## src/rtl/dmem_responder.sv

```systemverilog
// Data-memory responder for the memory stage: one load/store at a time, fixed
// access latency, zero-fill sweep of the backing store after every reset.
module dmem_responder #(
   parameter int unsigned DEPTH   = 256,
   parameter int unsigned LATENCY = 2
) (
   input  logic        clk,
   input  logic        reset,
   input  logic        req_valid,
   output logic        req_ready,
   input  logic        req_we,
   input  logic [15:0] req_addr,
   input  logic [15:0] req_wdata,
   input  logic [3:0]  req_tag,
   output logic        rsp_valid,
   input  logic        rsp_ready,
   output logic [15:0] rsp_rdata,
   output logic [3:0]  rsp_tag,
   output logic        rsp_we,
   output logic        rsp_err,
   output logic        init_done
);

   localparam int unsigned   AW       = (DEPTH > 1) ? $clog2(DEPTH) : 1;
   localparam logic [16:0]   DEPTH_W  = 17'(DEPTH);
   localparam logic [AW-1:0] LAST_IDX = AW'(DEPTH - 1);
   localparam logic [3:0]    LAT_INIT = 4'(LATENCY);

   localparam logic [1:0] ST_INIT = 2'd0;
   localparam logic [1:0] ST_IDLE = 2'd1;
   localparam logic [1:0] ST_BUSY = 2'd2;
   localparam logic [1:0] ST_RESP = 2'd3;

   logic [1:0]    state_q,     state_d;
   logic [AW-1:0] init_ptr_q,  init_ptr_d;
   logic [3:0]    cnt_q,       cnt_d;
   logic          we_q,        we_d;
   logic [15:0]   addr_q,      addr_d;
   logic [15:0]   wdata_q,     wdata_d;
   logic [3:0]    tag_q,       tag_d;
   logic          req_ready_q, req_ready_d;
   logic          rsp_valid_q, rsp_valid_d;
   logic [15:0]   rsp_rdata_q, rsp_rdata_d;
   logic [3:0]    rsp_tag_q,   rsp_tag_d;
   logic          rsp_we_q,    rsp_we_d;
   logic          rsp_err_q,   rsp_err_d;
   logic          init_done_q, init_done_d;

   logic [15:0]   mem_q [DEPTH];
   logic          mem_we;
   logic [AW-1:0] mem_idx;
   logic [15:0]   mem_wdata;
   logic          in_range;

   // Widened compare so DEPTH=65536 still works with a 16-bit address.
   assign in_range = ({1'b0, addr_q} < DEPTH_W);

   // NOTE: every signal written here gets a default first, so no path through
   // the case statement can leave a value unassigned and infer a latch.
   always_comb begin
      state_d     = state_q;
      init_ptr_d  = init_ptr_q;
      cnt_d       = cnt_q;
      we_d        = we_q;
      addr_d      = addr_q;
      wdata_d     = wdata_q;
      tag_d       = tag_q;
      req_ready_d = req_ready_q;
      rsp_valid_d = rsp_valid_q;
      rsp_rdata_d = rsp_rdata_q;
      rsp_tag_d   = rsp_tag_q;
      rsp_we_d    = rsp_we_q;
      rsp_err_d   = rsp_err_q;
      init_done_d = init_done_q;
      mem_we      = 1'b0;
      mem_idx     = addr_q[AW-1:0];
      mem_wdata   = wdata_q;

      case (state_q)
         ST_INIT: begin
            mem_we     = 1'b1;
            mem_idx    = init_ptr_q;
            mem_wdata  = '0;
            init_ptr_d = init_ptr_q + AW'(1);
            if (init_ptr_q == LAST_IDX) begin
               state_d     = ST_IDLE;
               req_ready_d = 1'b1;
               init_done_d = 1'b1;
            end
         end

         ST_IDLE: begin
            if (req_valid) begin
               we_d        = req_we;
               addr_d      = req_addr;
               wdata_d     = req_wdata;
               tag_d       = req_tag;
               cnt_d       = LAT_INIT;
               req_ready_d = 1'b0;
               state_d     = ST_BUSY;
            end
         end

         ST_BUSY: begin
            cnt_d = cnt_q - 4'd1;
            if (cnt_q == 4'd1) begin
               mem_we      = we_q && in_range;
               rsp_rdata_d = (!we_q && in_range) ? mem_q[addr_q[AW-1:0]] : 16'h0000;
               rsp_tag_d   = tag_q;
               rsp_we_d    = we_q;
               rsp_err_d   = !in_range;
               rsp_valid_d = 1'b1;
               state_d     = ST_RESP;
            end
         end

         ST_RESP: begin
            if (rsp_ready) begin
               rsp_valid_d = 1'b0;
               req_ready_d = 1'b1;
               state_d     = ST_IDLE;
            end
         end

         default: begin
            state_d    = ST_INIT;
            init_ptr_d = '0;
         end
      endcase
   end

   // NOTE: state registers use non-blocking assignments so every flop samples
   // the pre-edge value of every other flop, independent of block ordering.
   always_ff @(posedge clk) begin
      if (!reset) begin
         state_q     <= ST_INIT;
         init_ptr_q  <= '0;
         cnt_q       <= '0;
         we_q        <= 1'b0;
         addr_q      <= '0;
         wdata_q     <= '0;
         tag_q       <= '0;
         req_ready_q <= 1'b0;
         rsp_valid_q <= 1'b0;
         rsp_rdata_q <= '0;
         rsp_tag_q   <= '0;
         rsp_we_q    <= 1'b0;
         rsp_err_q   <= 1'b0;
         init_done_q <= 1'b0;
      end else begin
         state_q     <= state_d;
         init_ptr_q  <= init_ptr_d;
         cnt_q       <= cnt_d;
         we_q        <= we_d;
         addr_q      <= addr_d;
         wdata_q     <= wdata_d;
         tag_q       <= tag_d;
         req_ready_q <= req_ready_d;
         rsp_valid_q <= rsp_valid_d;
         rsp_rdata_q <= rsp_rdata_d;
         rsp_tag_q   <= rsp_tag_d;
         rsp_we_q    <= rsp_we_d;
         rsp_err_q   <= rsp_err_d;
         init_done_q <= init_done_d;
      end
   end

   // NOTE: the array has no reset branch so it maps onto RAM; the INIT sweep
   // zero-fills it instead. A store caught by reset is simply not written.
   always_ff @(posedge clk) begin
      if (reset && mem_we) begin
         mem_q[mem_idx] <= mem_wdata;
      end
   end

   assign req_ready = req_ready_q;
   assign rsp_valid = rsp_valid_q;
   assign rsp_rdata = rsp_rdata_q;
   assign rsp_tag   = rsp_tag_q;
   assign rsp_we    = rsp_we_q;
   assign rsp_err   = rsp_err_q;
   assign init_done = init_done_q;

endmodule

```

## config.mk

```make
export PLATFORM = sky130hd
export DESIGN_NAME = dmem_responder
export DESIGN_NICKNAME = d
export VERILOG_FILES = /design/src/rtl/dmem_responder.sv
export SDC_FILE = /design/constraint.sdc
export NUM_CORES = 2
export LEC_CHECK = 0
export ABC_AREA = 1
export BUFFER_PORTS_ARGS = -buffer_cell sky130_fd_sc_hd__buf_2
export CAP_MARGIN = 15
export CELL_PAD_IN_SITES_DETAIL_PLACEMENT = 0
export CELL_PAD_IN_SITES_GLOBAL_PLACEMENT = 1
export CORE_MARGIN = 2
export CORE_UTILIZATION = 52
export DETAILED_ROUTE_END_ITERATION = 6
export PLACE_DENSITY = 0.79
export SYNTH_ARGS = -nofsm -noshare
export SYNTH_HDL_FRONTEND = slang
export SYNTH_SLANG_ARGS = --single-unit
```

## constraint.sdc

```tcl
create_clock -name clk -period 10.9 [get_ports clk]
set_input_delay 1.09 -clock clk [delete_from_list [all_inputs] [get_ports clk]]
set_output_delay 1.09 -clock clk [all_outputs]
set_load 0.03 [all_outputs]
```

==> flow_summary.ini <==
[global_route]
first_global_vias = 105000
gr-usage-all-layers_pct = 29.1
grt-ovfl-total = 0
grt_max_degree = 213
grt_pass1_wl_mm = 712
grt_antenna_before_repair = 17

[synthesis]
synth.distinct_cells = 35
ys_async_sr_fraction_pct = 0
yosysTopAreaCell = edfxtp_1
synth-compound-area-share_pct = 0.334
syn_nets = 14000
seq_area_frac_synth_pct = 74.1
synthAdderAreaFrac_pct = 0.0595
synth_xor_area_share_pct = 0.0104
synth_top_area_share_pct = 73.1
synth_edf_count = 4096
synthSimpleGateAreaFrac_pct = 22.4
synth_area_per_cell_sq_um = 12.1
synthTopCellsByArea = edfxtp_1 73%, nand3_1 12%, nand2_1 9.3%, buf_2 1.5%, dfxtp_1 1.0%
synth_top_family_by_area = simple AND/OR/NAND/NOR gates
ys.warnings.count = 0
synthFlopType = edfxtp_1
syn_area_sq_um = 168000
ys_seq_elements = 4180
synth.area.mux_share_pct = 0
synth_cells = 13900

[clock_tree]
postCtsSetupBuffers = 0
cts_buffers = 416
clkLatencyLatePin_ns = 0.96
htreeDepth = 5
path_clk_slew_ns = 0.06
cts_sinks = 4180
holdBufCountCts = 0
cts_tree = built
cts-root-buf = clkbuf_16
post_cts_resized = 0
clockBufferDepth = 4

[sta]
finalHoldViolations = 0
period_needed_ns = 5.90
fin_crit_sh_pct = 54.1
tightest_slew_ns = 1.29
holdWs_ns = 0.379
setup_tns_ns = 0
slew_violations = 0
max_freq_mhz = 169
rsz0062_at_grt = no
max-slew-margin-rel_pct = 13.9
setup_viol = 0
skew_ns = 0.0337

[routing]
route.detailed.wl_per_inst_microns = 26.3
wl_met2_mm = 225
drc_errors = 0
drtIter0Drc = 15100
m1WireLength_mm = 189
via_per_inst = 6.02
routed_wl_mm = 487
route.met3.wl_mm = 47.4
maxUsedRoutingLayer = met5
dr_total_vias = 111000
ant_nets = 0
firstDrtPassIters = 7

[pwr]
p_comb_share_pct = 19.1
ir_worst_vdd_mv = 0.169
power_frac_clock_pct = 35.3
sw_frac_of_total_pct = 30.3
seq_power_share_pct = 45.6
netSwitchingPower_mw = 12.1
internal-power_mw = 27.9
power_density_nw_per_um2 = 216
p_leak_nw = 65.2

[layout]
final_cell_mix = 4147 x nand2_1, 4096 x edfxtp_1, 4084 x nand3_1
nNetsFinal = 13900
area_growth_syn_to_layout_pct = 10.5
final_common_cell = nand2_1
final_cells = 18500
drive_gt1_share_pct = 8.08

[die]
io_pins = 66
dieWidth_microns = 573
floorplan.die_area_sq_um = 328000
die_h_microns = 573
rows = 208
core_region_area_sq_um = 321000
start_util_pct = 52.3

[placement]
routabilityCongestion = 0.898
dp.cells = 17700
dp_hpwl_mm = 262
port_buffers = 65

[flow_run]
maxCapViolCount = 0

[worst_setup_path]
crit_arrival_ns = 6.78
rrSetupSlack_ns = 5.00
endpoint_kind = flip-flop
required_ns = 11.78
critPathKind = flip-flop to flip-flop
cp-start-kind = flip-flop
r2r_end = rsp_rdata[1]
rr_worst_depth = 14
critPathMaxFanout = 212

[status]
status = completed

[min_path]
hold_path_depth = 3
holdCritStartpoint = req_addr[8]
worstHoldEndpoint = addr_q[8]
hold_path_class = primary input to flip-flop
==> cell type report <==
class                   count  area (sq um)
fillers                 25300        136000
flip-flops and latches   4180        125000
multi-input cells        8741         38600
clock buffers             519         11100
well taps                4305          5390
repair buffers            434          3530
clock inverters           250          2240
inverters                  59           263
diodes                     14          35.0
==> kinds of logic (layout without fill, tap and decap cells) <==
group	after synthesis	in the layout
buf+inv	1018	1262
fa+ha+maj	8	8
flops	4180	4180
other cells	0	14
compound gates	108	108
xor+xnor	2	2
simple gates	8623	8623
==> how the worst max path moves through the flow <==
| stage | start | endpoint | slack, ns | depth (start not counted) |
|---|---|---|---|---|
| 4_1_cts | flip-flop | rsp_rdata[7] | 5.24 | 14 |
| 6_report | flip-flop | rsp_rdata[1] | 5.00 | 14 |
| 2_1_floorplan | state_q[0] | mem_q[0][10] | 2.21 | 7 |
| 3_5_place_dp | flip-flop | rsp_rdata[7] | 5.26 | 14 |
| 5_1_grt | flip-flop | rsp_rdata[1] | 4.76 | 14 |
| 3_3_place_gp | flip-flop | rsp_rdata[7] | 5.35 | 14 |
==> worst max-delay path, cell delays in order (launching register included) <==
cell and delay [ns]:
dfxtp_4 0.77, buf_4 0.68, buf_4 0.71, buf_4 0.77
buf_12 0.70, nand2_1 0.12, nand3_1 0.13, nand3_1 0.12
nand3_1 0.16, nand3_1 0.09, nand3_1 0.46, nand3_1 0.29
nand3_1 0.16, nand3_1 0.09, a21oi_1 0.15
==> Yosys cell counts, types with 3 or more instances <==
cell type,count
inv_1,48
dfxtp_1,84
inv_2,10
o21ai_2,3
nor3_1,8
buf_2,517
ha_1,8
nand4_1,4
o21ai_0,56
buf_4,160
a21oi_1,43
buf_1,109
buf_6,14
nand3_1,4084
nand2_1,4163
nor2_2,30
edfxtp_1,4096
nand3_4,3
clkbuf_1,159
nor2_1,318
==> power by group through the flow <==
stage | combinational, mW | sequential, mW | clock (mW)
after floorplan | 4.50 | 18.7 | 0
after global placement | 7.38 | 18.6 | 0
after detailed placement | 7.47 | 18.6 | 0
after CTS | 7.50 | 18.3 | 14.2
after global routing | 8.10 | 18.3 | 14.9
final | 7.66 | 18.3 | 14.1
==> per-stage QoR <==
| stage | setup WS, ns | total power, mW | area (sq um) | utilization, % |
|---|---|---|---|---|
| after global placement | 5.35 | 26.0 | 172000 | 53.6 |
| after floorplan | 2.21 | 23.2 | 168000 | - |
| final | 5.00 | 40.1 | 186000 | 57.8 |
| after CTS | 5.24 | 40.0 | 186000 | 57.8 |
| after global routing | 4.76 | 41.2 | 186000 | 57.8 |
| after detailed placement | 5.26 | 26.1 | 172000 | 53.6 |
==> flip-flops by register name, indices dropped and copies added, names as in the netlist, named ones only <==
register    count
rsp_rdata      16
rsp_we          1
rsp_tag         4
req_ready       1
init_ptr_q      8
state_q         2
addr_q         16
init_done       1
tag_q           4
cnt_q           4
wdata_q        16
rsp_err         1
we_q            1
rsp_valid       1
mem_q        4096
==> per-layer routing <==
layer / global-route usage [%] / vias to the layer above
met5: 0 / -
met4: 14.5 / 10
met3: 4.89 / 925
met2: 45.0 / 6041
met1: 40.2 / 54900
li1: - / 49500
(Power assumes the default switching activity.)
